**src/rtl/iiitb_rv32i_pkg.sv**
```systemverilog
// Shared RV32I-subset constants for the MEM/WB stage: opcodes, funct3 codes,
// FSM state encoding and a small instruction classifier.
package iiitb_rv32i_pkg;

  localparam logic [6:0] AR_TYPE = 7'd0;
  localparam logic [6:0] M_TYPE  = 7'd1;
  localparam logic [6:0] BR_TYPE = 7'd2;
  localparam logic [6:0] SH_TYPE = 7'd3;

  localparam logic [2:0] LW = 3'd0;
  localparam logic [2:0] SW = 3'd1;

  typedef enum logic {
    IDLE      = 1'b0,
    LOAD_WAIT = 1'b1
  } state_t;

  // What the stage has to do with an accepted bundle.
  typedef enum logic [1:0] {
    OP_WB   = 2'd0,  // ALU result goes straight to the register file
    OP_LW   = 2'd1,
    OP_SW   = 2'd2,
    OP_NONE = 2'd3   // branches and undefined encodings: retire only
  } op_class_t;

  function automatic op_class_t classify(input logic [14:0] ir);
    op_class_t cls;
    cls = OP_NONE;
    case (ir[6:0])
      AR_TYPE, SH_TYPE: cls = OP_WB;
      M_TYPE: begin
        if (ir[14:12] == LW)      cls = OP_LW;
        else if (ir[14:12] == SW) cls = OP_SW;
      end
      default: cls = OP_NONE;
    endcase
    return cls;
  endfunction

endpackage

```
**src/rtl/iiitb_dmem.sv**
```systemverilog
// DM_DEPTH x 32 data memory: one synchronous write port, one synchronous
// read port whose output register only changes when a read is requested.
module iiitb_dmem #(
  parameter int DM_DEPTH = 32,
  localparam int AW = $clog2(DM_DEPTH)
) (
  input  logic          clk,
  input  logic          i_we,
  input  logic [AW-1:0] i_waddr,
  input  logic [31:0]   i_wdata,
  input  logic          i_re,
  input  logic [AW-1:0] i_raddr,
  output logic [31:0]   o_rdata
);

  logic [31:0] r_mem [DM_DEPTH];

  // NOTE: the array has no reset on purpose; contents survive RN and a reset
  // term here would stop it mapping onto RAM.
  always_ff @(posedge clk) begin
    if (i_we) r_mem[i_waddr] <= i_wdata;
    if (i_re) o_rdata <= r_mem[i_raddr];
  end

endmodule

```
**src/rtl/iiitb_mem_wb.sv**
```systemverilog
// MEM/WB stage: stores/loads against iiitb_dmem and drives the register-file
// write port. Define IIITB_MEM_WB_FWD_EN to add the fwd_* forwarding outputs.
module iiitb_mem_wb
  import iiitb_rv32i_pkg::*;
#(
  parameter int DM_DEPTH = 32
) (
  input  logic        clk,
  input  logic        RN,
  input  logic        ex_valid,
  output logic        ex_ready,
  input  logic [31:0] ex_ir,
  input  logic [31:0] ex_aluout,
  input  logic [31:0] ex_b,
  output logic        rf_we,
  output logic [4:0]  rf_waddr,
  output logic [31:0] rf_wdata,
  output logic [31:0] WB_OUT,
  output logic [31:0] retire_cnt,
  output logic        dm_err
`ifdef IIITB_MEM_WB_FWD_EN
  ,
  output logic        fwd_valid,
  output logic [4:0]  fwd_rd,
  output logic [31:0] fwd_data
`endif
);

  localparam int AW = $clog2(DM_DEPTH);

  state_t      r_state;
  logic        r_ex_ready;
  logic [4:0]  r_ld_rd;
  logic        r_ld_oor;

  logic        w_accept;
  op_class_t   w_cls;
  logic [4:0]  w_rd;
  logic        w_oor;
  logic [AW-1:0] w_addr;
  logic        w_dm_we;
  logic        w_dm_re;
  logic [31:0] w_dm_rdata;
  logic [31:0] w_ld_data;
  logic        w_unused_ir;

  assign w_accept    = ex_valid && r_ex_ready;
  assign w_cls       = classify(ex_ir[14:0]);
  assign w_rd        = ex_ir[11:7];
  assign w_oor       = |ex_aluout[31:AW];
  assign w_addr      = ex_aluout[AW-1:0];
  assign w_dm_we     = w_accept && (w_cls == OP_SW) && !w_oor;
  assign w_dm_re     = w_accept && (w_cls == OP_LW);
  // An out-of-range load still reads (aliased) memory; the result is masked.
  assign w_ld_data   = r_ld_oor ? 32'd0 : w_dm_rdata;
  assign w_unused_ir = ^ex_ir[31:15];
  assign ex_ready    = r_ex_ready;

  iiitb_dmem #(.DM_DEPTH(DM_DEPTH)) u_dmem (
    .clk     (clk),
    .i_we    (w_dm_we),
    .i_waddr (w_addr),
    .i_wdata (ex_b),
    .i_re    (w_dm_re),
    .i_raddr (w_addr),
    .o_rdata (w_dm_rdata)
  );

  // NOTE: every register below is assigned with <= so all of them see the
  // pre-edge values, whatever order the statements appear in.
  always_ff @(posedge clk) begin
    if (RN) begin
      r_state    <= IDLE;
      r_ex_ready <= 1'b1;
      r_ld_rd    <= 5'd0;
      r_ld_oor   <= 1'b0;
      rf_we      <= 1'b0;
      rf_waddr   <= 5'd0;
      rf_wdata   <= 32'd0;
      WB_OUT     <= 32'd0;
      retire_cnt <= 32'd0;
      dm_err     <= 1'b0;
    end else begin
      rf_we <= 1'b0;
      case (r_state)
        IDLE: begin
          if (w_accept) begin
            case (w_cls)
              OP_WB: begin
                // x0 writes are suppressed but the instruction still retires.
                rf_we      <= (w_rd != 5'd0);
                rf_waddr   <= w_rd;
                rf_wdata   <= ex_aluout;
                if (w_rd != 5'd0) WB_OUT <= ex_aluout;
                retire_cnt <= retire_cnt + 32'd1;
              end
              OP_LW: begin
                r_state    <= LOAD_WAIT;
                r_ex_ready <= 1'b0;
                r_ld_rd    <= w_rd;
                r_ld_oor   <= w_oor;
                if (w_oor) dm_err <= 1'b1;
              end
              OP_SW: begin
                if (w_oor) dm_err <= 1'b1;
                retire_cnt <= retire_cnt + 32'd1;
              end
              default: retire_cnt <= retire_cnt + 32'd1;
            endcase
          end
        end
        LOAD_WAIT: begin
          r_state    <= IDLE;
          r_ex_ready <= 1'b1;
          rf_we      <= (r_ld_rd != 5'd0);
          rf_waddr   <= r_ld_rd;
          rf_wdata   <= w_ld_data;
          if (r_ld_rd != 5'd0) WB_OUT <= w_ld_data;
          retire_cnt <= retire_cnt + 32'd1;
        end
        default: begin
          r_state    <= IDLE;
          r_ex_ready <= 1'b1;
        end
      endcase
    end
  end

`ifdef IIITB_MEM_WB_FWD_EN
  assign fwd_valid = rf_we;
  assign fwd_rd    = rf_waddr;
  assign fwd_data  = rf_wdata;
`endif

endmodule

```
**config.mk**
```make
export PLATFORM = sky130hd
export DESIGN_NAME = iiitb_mem_wb
export DESIGN_NICKNAME = d
export VERILOG_FILES = /design/src/rtl/iiitb_rv32i_pkg.sv /design/src/rtl/iiitb_dmem.sv /design/src/rtl/iiitb_mem_wb.sv
export SDC_FILE = /design/constraint.sdc
export NUM_CORES = 1
export LEC_CHECK = 0
export ABC_AREA = 1
export CAP_MARGIN = 10
export CORE_MARGIN = 5
export CORE_UTILIZATION = 39
export CTS_BUF_LIST = sky130_fd_sc_hd__clkbuf_8
export DETAILED_ROUTE_END_ITERATION = 16
export HOLD_SLACK_MARGIN = 0.06
export PLACE_DENSITY_LB_ADDON = 0.05
export SLEW_MARGIN = 20
export SYNTH_ARGS = -nofsm -noshare
export SYNTH_HDL_FRONTEND = slang
export SYNTH_SLANG_ARGS = --single-unit
export TNS_END_PERCENT = 50
```
**constraint.sdc**
```tcl
create_clock -name clk -period 9.7 [get_ports clk]
set_input_delay 0.97 -clock clk [delete_from_list [all_inputs] [get_ports clk]]
set_output_delay 0.97 -clock clk [all_outputs]
set_load 0.02 [all_outputs]
```
==> After elaboration in Yosys (flattened, before gate mapping) <==
Memories as Yosys holds them, arrays and structs flattened. A register that Yosys moved wholly into a read port is not among the register bits.
Index checks and enable logic that the tools add are counted.
{ "classes": {"addsub": 1, "eq_ne": 11, "mux": 29, "n_bitwise": 1, "n_reduce_logical": 19} }
{ "ops": {"columns": ["cell", "count"], "rows": [
  ["32-bit 2-to-1 mux", 9],
  ["32-bit case mux with 2 select lines", 3],
  ["32-bit by 1-bit adder with 32-bit output, second input constant", 1],
  ["27-bit OR reduction", 1],
  ["5-bit 2-to-1 mux", 2],
  ["5-bit case mux with 2 select lines", 1],
  ["5-bit nonzero test", 2],
  ["1-bit 2-to-1 mux", 9],
  ["2-bit inequality test, second input constant", 4],
  ["4-bit AND reduction", 2],
  ["7-bit by 1-bit equality test with 1-bit output, second input constant", 1],
  ["7-bit by 2-bit equality test with 1-bit output, second input constant", 1],
  ["7-bit logical NOT", 1],
  ["1-bit case mux with 2 select lines", 3],
  ["2-bit AND reduction", 3],
  ["1-bit logical AND", 4],
  ["2-bit by 1-bit inequality test with 1-bit output, second input constant", 2],
  ["2-bit case mux with 2 select lines", 1],
  ["2-bit OR reduction", 2],
  ["3-bit by 1-bit equality test with 1-bit output, second input constant", 1],
  ["3-bit logical NOT", 1],
  ["3-bit AND reduction", 1],
  ["2-bit by 1-bit equality test with 1-bit output, second input constant", 1],
  ["2-bit equality test, second input constant", 1],
  ["other kinds (4)", 4]
]} }
{ "totals": {"register_bits": 111, "mem_bits_rw": 1024, "inputBits": 99, "output_inout_bits": 104, "elab_cells": 72, "mem_count": 1} }
{ "mem_list": {"columns": ["name", "words", "word_bits", "rd", "rd_clocked_by_memory_dff", "write_ports", "line", "rtl"], "rows": [
  ["u_dmem.r_mem", 32, 32, 1, 1, 1, "iiitb_dmem.sv:16", "logic [31:0] r_mem [DM_DEPTH];"]
]} }

==> Logic depth before layout (Yosys ltp) <==
Gate-level depths: netlist of run 1.
{ "depth": {"depth_word": 9, "ltp_mapped": 16, "depth_no_buf": 16} }

==> Modules after synthesis <==
A second synthesis of run 1 with hierarchy kept.
{ "unflattened": {"hier_cells": 4390, "area_unflattened_um2": 48337.6} }
{ "by_module_without_submodules": {"columns": ["module", "instances", "cells_each", "area_per_inst_um2", "seq_area_each_um2"], "rows": [
  ["iiitb_dmem", 1, 3536, 42726.0, 31710.4],
  ["iiitb_mem_wb", 1, 854, 5611.6, 2222.1]
]} }

==> Worst setup path after synthesis of run 1 <==
Ideal clock, no wire load.
{ "synth_path": {"kind": "input-to-reg", "from": "input port ex_ir[0]", "to": "memory u_dmem.r_mem[0][0], enable pin", "setup_ps": 421, "t_arrival_ps": 3449, "required_time_ps": 9279, "path_slack_ps": 5830, "cell_stages": 8, "n_path_buf": 0, "cell_sequence": "inv_1 or2_1 o21ai_0 ha_1 inv_1 nor2_1 nand3_1 nor2_1"} }
{ "synth_between": {"elab_chain_cells": 8, "elab_cells_between_ends": 10, "classes_between": "3 x eq/ne; 3 x mux; 4 x reduce/logical"} }
{ "synth_rtl": {"columns": ["item", "line", "rtl"], "rows": [
  ["from (decl)", "iiitb_mem_wb.sv:12", "input logic [31:0] ex_ir,"],
  ["7-bit by 2-bit equality test with 1-bit output or 7-bit logical NOT (tied branches)", "iiitb_rv32i_pkg.sv:29", "case (ir[6:0])"],
  ["2-bit OR reduction", "iiitb_rv32i_pkg.sv:29", null],
  ["2-bit case mux with 2 select lines (*)", "iiitb_rv32i_pkg.sv:29", null],
  ["2-bit equality test (*)", "iiitb_mem_wb.sv:52", "assign w_dm_we = w_accept && (w_cls == OP_SW) && !w_oor;"],
  ["1-bit logical AND (*) (2 in series)", "iiitb_mem_wb.sv:52", null],
  ["1-bit 2-to-1 mux (*)", "iiitb_dmem.sv:21", "if (i_we) r_mem[i_waddr] <= i_wdata;"],
  ["1-bit 2-to-1 mux (not written as such) (*)", "iiitb_dmem.sv:21", null],
  ["to (decl)", "iiitb_dmem.sv:16", null]
]} }
Mark *: on every way between the ends. The rest lies on a longest branch, timed or not.

==> results of run 1 <==
## per-stage QoR
stage                     hold slack (ns)  instances
after floorplan                     0.439       3870
after global placement              0.447       5479
after detailed placement            0.460       5479
after CTS                           0.469       5828
after global routing                0.491       5829
final                               0.464       5830
## worst min path at each step
| stage | endpoint | slack (ns) | depth (start not counted) |
|---|---|---|---|
| 2_1_floorplan | r_ld_rd[1] | 0.44 | 2 |
| 3_3_place_gp | dm_err | 0.45 | 2 |
| 3_5_place_dp | dm_err | 0.46 | 2 |
| 4_1_cts | dm_err | 0.47 | 2 |
| 5_1_grt | dm_err | 0.49 | 2 |
| 6_report | r_ld_rd[2] | 0.46 | 2 |
## layout by cell type, fill, tap and decap left out, drive strengths merged
master         count
nand2           1557
edfxtp          1056
nor2             293
nand4            275
inv              233
clkbuf           199
clkdlybuf4s50    174
dfxtp            111
buf               90
clkinv            74
o21ai             60
nand3             58
a21oi             49
o22ai             32
nor3              17
clkinvlp           7
ha                 4
o21bai             3
xor2               3
xnor2              3
diode              2
or2                2
nand3b             1
and2               1
o21a               1
bufinv             1
## power groups by stage
stage	registers, W	logic [W]	clock network, W
after floorplan	0.00560	0.000226	0
after global routing	0.00549	0.000538	0.00425
after detailed placement	0.00560	0.000498	0
final	0.00549	0.000492	0.00391
after CTS	0.00549	0.000499	0.00402
after global placement	0.00560	0.000500	0
## cells by family after synthesis
group | after synthesis
AOI/OAI and AO/OA | 145
xor gates and xnor gates | 6
adders and majority gates | 4
buffers and inverters | 344
DFF | 1167
and+or+nand+nor | 2204
## sequential cells by signal (all words and copies together), names as in the netlist
signal and cells:
u_dmem.r_mem 1024, WB_OUT 32, retire_cnt 32, rf_wdata 32, u_dmem.o_rdata 32, r_ld_rd 5
rf_waddr 5, dm_err 1, ex_ready 1, r_ld_oor 1, r_state 1, rf_we 1
## per-layer routing
layer | routed length, um | share of wire [%]
met5 | 0 | 0
met3 | 8250 | 6.1
met1 | 63900 | 47
met4 | 2710 | 2.0
met2 | 61300 | 45
## cell type report
| cell class | count | area (um^2) |
|---|---|---|
| diodes | 2 | 5.00 |
| clock inverters | 150 | 688 |
| inverters | 165 | 634 |
| flip-flops and latches | 1167 | 33900 |
| multi-input cells | 2359 | 10300 |
| fillers | 10937 | 63400 |
| clock buffers | 199 | 2740 |
| repair buffers | 264 | 2440 |
| well taps | 1524 | 1910 |
## critical path: cells and delay by family
family | cells | cell delay (ns)
and+or+nand+nor | 7 | 0.95
buffers and inverters | 5 | 3.17
==> flow_summary.toml, run 1 <==
[timing]
setup_viol = 0
slew_headroom_pct = 27.2
max_slew_violation_count = 0
post-route-min-period_ns = 4.68
slew_of_the_pin_with_the_lowest_slew_margin_ns = 1.09
fmaxAchievable_ghz = 0.214
post-route-period-util_pct = 48.2
hold_viol = 0
fin_setup_tns_ns = 0
post-route-worst-setup-slack_ns = 5.02
clock_skew_ns = 0.0296
rsz0062_at_grt = "false"

[route]
drc = 0
initialDrtViolationCount = 2263
wire_length_reported_by_the_detailed_router_um = 136000
vias_per_cell = 5.07
antenna_left = 0
drtPass1Iterations = 5
via_total_after_detailed_routing = 29542
route.detailed.wl_per_inst_um = 23.4

[cells_and_area]
utilization_pct = 45.4
design.final.nets = 4258
layout-area-overhead-vs-synth_pct = 15.8
summed_area_of_non_filler_cells_in_the_final_layout_um2 = 52700
share_of_final_layout_standard_cells_stronger_than_drive_strength_1_pct = 8.74

[global_route]
grt_pass1_wl_um = 196000
track_usage_pct = 21.8
largest_net_degree_at_the_start_of_global_routing = 157
most_crowded_layer_after_global_routing = "met2"
use_met3_pct = 3.98
initial_antenna_violation_count = 2
grt_use_met1_pct = 31.7
overflow = 0
globalRouteMet2Util_pct = 33.9
first_global_vias = 28125

[power_and_ir_drop]
pwr-share-comb_pct = 5.0
power.share.clock_pct = 39.5
power_per_cell_area_nw_per_um2 = 188
internal_power_w = 0.00754
power.leakage_nw = 18.7
design_power_w = 0.00989
share_seq_of_total_power_pct = 55.5
p_sw_share_pct = 23.8
net_switching_power_w = 0.00235
vdd_drop_max_uv = 116

[die]
placement_rows = 125
floorplan.io_pins = 203
die_area_um2 = 124000
core_region_area_um2 = 116000
start_util_pct = 39.2
dieWidth_um = 351
chipHeight_um = 351

[clocking]
cts_root_buffer = "sky130_fd_sc_hd__clkbuf_8"
clk_transition_reported_paths_ns = 0.06
cts.sink_count = 1167
cts-buffers-inserted = 198
clock_insertion_delay_worst_skew_ns = 0.86
tritoncts = "built"
cts-hold-fix-buffers = 0
cts_buffer_depth = 3
cts_htree_levels = 4
postCtsSetupRepairBufs = 0
ctsResizeCount = 0

[synth]
yosysSeqAreaShare_pct = 74.6
postSynth.asyncResetShare_pct = 0
synthMostInstantiatedCell = "sky130_fd_sc_hd__nand2_1"
synthesis.nets = 3973
post_synth_most_frequent_cells = "sky130_fd_sc_hd__nand2_1, sky130_fd_sc_hd__edfxtp_1, sky130_fd_sc_hd__nor2_1, sky130_fd_sc_hd__nand4_1, sky130_fd_sc_hd__inv_1"
synth-seq-cells = 1167
post_synth.cell_area_avg_um2 = 11.7
synth_top_area_share_pct = 69.7
synthesis.yosys.warnings = 0
synth_cell_types = 31
synthSimpleGateAreaFrac_pct = 20.1
post_synth_xor_area_fraction_pct = 0.116
synthesis.area_um2 = 45500
dominant_combinational_cell_family_by_area_after_synthesis = "simple AND/OR/NAND/NOR gates"
synthesis.instances = 3870
post_synth_main_area_contributors = "sky130_fd_sc_hd__edfxtp_1, sky130_fd_sc_hd__nand2_1, sky130_fd_sc_hd__dfxtp_1, sky130_fd_sc_hd__nand4_1, sky130_fd_sc_hd__nor2_1"
synth.area.mux_share_pct = 0
synthDominantAreaCellType = "sky130_fd_sc_hd__edfxtp_1"
synth_ff_type = "sky130_fd_sc_hd__edfxtp_1"
synth_area_in_compound_gates_pct = 1.71
synth_fa_ha_area_share_pct = 0.110
count_of_flip_flops_with_a_built_in_enable_after_synthesis = 1056

[setup_path]
required_time_at_the_endpoint_of_the_critical_path_ns = 10.31
r2r_cells = 5
end_kind = "register"
startpoint_type = "primary input"
worst_r2r_endpoint = "u_dmem.r_mem[8][3]"
crit_fanout = 156
cp_cell_sequence = "clkdlybuf4s50_1 > inv_1 > nor2_4 > buf_4 > buf_12 > buf_4 > nand2_1 > nand4_1 > nand2_1 > nand2_1 > nor2_1 > nand2_1"
cp-endpoint = "u_dmem.o_rdata[14]"
crit-reg2reg-launch = "ex_ready"
timing.critical_path.slowest_stage_cell = "sky130_fd_sc_hd__clkdlybuf4s50_1"
ff2ff_setup_slack_ns = 5.90
critical_path.most_common_cell = "sky130_fd_sc_hd__nand2_1"
arrival_time_at_the_worst_endpoint_ns = 5.28
setup.worst_path.start = "ex_aluout[1]"
worst-setup-path-type = "in2reg"
delay_of_the_slowest_cell_on_the_worst_path_ns = 0.87

[placed_design]
pre_cts_slack_ns = 4.19
io_buffer_count = 185
gpl.final_weighted_congestion = 0.779
area_of_placed_instances_um2 = 49300
place_hpwl_um = 74100

[worst_hold_path]
holdCritStartpoint = "r_ld_rd[2]"
worst_hold_path_type = "reg2reg"

[flow_run]
cap_viol_max_count = 0

[outcome]
outcome = "finished, final reports clean"
Power figures use the tool's default switching activity.
==> run 2: changes to the inputs <==
==> constraint.sdc (replaced) <==
create_clock -name clk -period 4.56 [get_ports clk]
set_input_delay 0.456 -clock clk [delete_from_list [all_inputs] [get_ports clk]]
set_output_delay 0.456 -clock clk [all_outputs]
set_load 0.02 [all_outputs]
==> run 2 against run 1 <==
Net effect:
- non-clock buffer count up 51
- combinational power up 120%
- die area unchanged
- core utilization up 0.53 points
- cell area up 1.2%
- power up 110%
- final cell count up 0.69%
- sequential power up 110%
- largest power group unchanged
==> flow_summary.toml, run 2 (same netlist as run 1, synthesis figures left out) <==
[timing]
post-route-period-util_pct = 61.2
fin_setup_tns_ns = 0
slew_headroom_pct = 30.0
max_slew_violation_count = 0
post-route-min-period_ns = 2.79
slew_of_the_pin_with_the_lowest_slew_margin_ns = 1.05
setup_viol = 0
hold_viol = 0
clock_skew_ns = 0.0328
rsz0062_at_grt = "false"
fmaxAchievable_ghz = 0.358
post-route-worst-setup-slack_ns = 1.77

[setup_path]
crit_fanout = 60
delay_of_the_slowest_cell_on_the_worst_path_ns = 0.84
arrival_time_at_the_worst_endpoint_ns = 3.42
end_kind = "register"
timing.critical_path.slowest_stage_cell = "sky130_fd_sc_hd__clkdlybuf4s50_1"
critical-path-top-delay-family = "buffers and inverters"
worst-setup-path-type = "in2reg"
critical_path.most_common_cell = "sky130_fd_sc_hd__nand2_1"
crit_path_buffers_inverters = 4
startpoint_type = "primary input"
cp_cell_sequence = "clkdlybuf4s50_1 > inv_1 > nor2_4 > buf_12 > buf_4 > nand2_1 > nand4_1 > nand2_1 > nand2_1 > nor2_1 > nand2_1"
required_time_at_the_endpoint_of_the_critical_path_ns = 5.19

[power_and_ir_drop]
internal_power_w = 0.0163
pwr-share-comb_pct = 5.0
design_power_w = 0.0212
power.leakage_nw = 19.1
vdd_drop_max_uv = 207
share_seq_of_total_power_pct = 55.0
power.share.clock_pct = 39.9
power_per_cell_area_nw_per_um2 = 398
p_sw_share_pct = 23.2
net_switching_power_w = 0.00492

[cells_and_area]
final_cell_mix = "sky130_fd_sc_hd__nand2_1, sky130_fd_sc_hd__edfxtp_1, sky130_fd_sc_hd__nand4_1"
layout-area-overhead-vs-synth_pct = 17.2
design.final.nets = 4308
summed_area_of_non_filler_cells_in_the_final_layout_um2 = 53300
final_cell_count_no_fill = 5870
largest_register = "u_dmem.r_mem"
share_of_final_layout_standard_cells_stronger_than_drive_strength_1_pct = 10.0
largest_register_ffs = 1024
multi_input_combinational_cell_area_um2 = 10300
n_fill_cell = 10886
mostFrequentLayoutCell = "sky130_fd_sc_hd__nand2_1"
sequential_cell_area_um2 = 33900

[global_route]
grt_pass1_wl_um = 193000
overflow = 0
initial_antenna_violation_count = 6
track_usage_pct = 21.4
first_global_vias = 28615
largest_net_degree_at_the_start_of_global_routing = 83

[clocking]
cts_buffer_depth = 3
cts-hold-fix-buffers = 0
cts_root_buffer = "sky130_fd_sc_hd__clkbuf_8"
cts-buffers-inserted = 197
postCtsSetupRepairBufs = 0
clock_insertion_delay_worst_skew_ns = 0.85
cts_htree_levels = 4
ctsResizeCount = 0
clk_transition_reported_paths_ns = 0.06
cts.sink_count = 1167
tritoncts = "built"

[placed_design]
number_of_placed_cells_counting_well_taps = 5530
io_buffer_count = 185
area_of_placed_instances_um2 = 49800
pre_cts_slack_ns = 0.969
gpl.final_weighted_congestion = 0.784
place_hpwl_um = 76800

[route]
drtPass1Iterations = 6
vias_per_cell = 5.05
via_total_after_detailed_routing = 29617
drc = 0
route.detailed.wl_per_inst_um = 22.8
antenna_left = 0
initialDrtViolationCount = 2236
wire_length_reported_by_the_detailed_router_um = 134000

[die]
placement_rows = 125
die_area_um2 = 124000
floorplan.io_pins = 203
core_region_area_um2 = 116000
start_util_pct = 39.2
dieWidth_um = 351
chipHeight_um = 351

[outcome]
outcome = "finished, final reports clean"

[worst_hold_path]
worst_hold_path_type = "in2reg"

[flow_run]
cap_viol_max_count = 0
[run 2: worst paths after layout]
| path | startpoint | to | slack [ns] | cells after the start |
|---|---|---|---|---|
| setup / recovery | ex_aluout[1] | u_dmem.o_rdata[10] | 1.77 | 11 |
| hold / removal | ex_b[11] | u_dmem.r_mem[6][11] | 0.13 | 1 |
| setup reg to reg | ex_ready | u_dmem.r_mem[9][15] | 1.97 | 7 |
| hold reg to reg | dm_err | dm_err | 0.46 | 2 |
[run 2: cell type report]
class                   instances  area share (%)
flip-flops and latches       1167            63.7
multi-input cells            2359            19.4
repair buffers                315            5.63
clock buffers                 205            5.30
well taps                    1524            3.58
clock inverters               133            1.25
inverters                     165            1.19
diodes                          2         0.00939
[run 2: layer usage]
layer,GRT usage [%],vias up,share of wire [%]
li1,-,14018,-
met1,30.8,14612,47
met2,34.4,822,46
met3,3.52,165,5.7
met4,5.16,0,1.5
met5,0,-,0
[run 2: worst register-to-register path, delay by kind of cell (launching register included)]
| kind | cells | cell delay (ns) |
|---|---|---|
| flip-flops | 1 | 0.36 |
| AND/OR/NAND/NOR | 4 | 0.95 |
| buffers and inverters | 3 | 0.91 |
[run 2: per-stage QoR]
stage | utilization, % | hold WS, ns
3_3_place_gp | 43.0 | 0.437
2_1_floorplan | - | 0.439
6_report | 45.9 | 0.130
3_5_place_dp | 42.9 | 0.449
4_1_cts | 46.0 | 0.0702
5_1_grt | 45.9 | 0.0988
[run 2: power groups by stage]
stage,sequential [W],combinational [W],clock [W]
after floorplan,0.0119,0.000481,0
after CTS,0.0117,0.00109,0.00873
final,0.0117,0.00107,0.00848
after global routing,0.0117,0.00117,0.00923
after global placement,0.0119,0.00109,0
after detailed placement,0.0119,0.00108,0
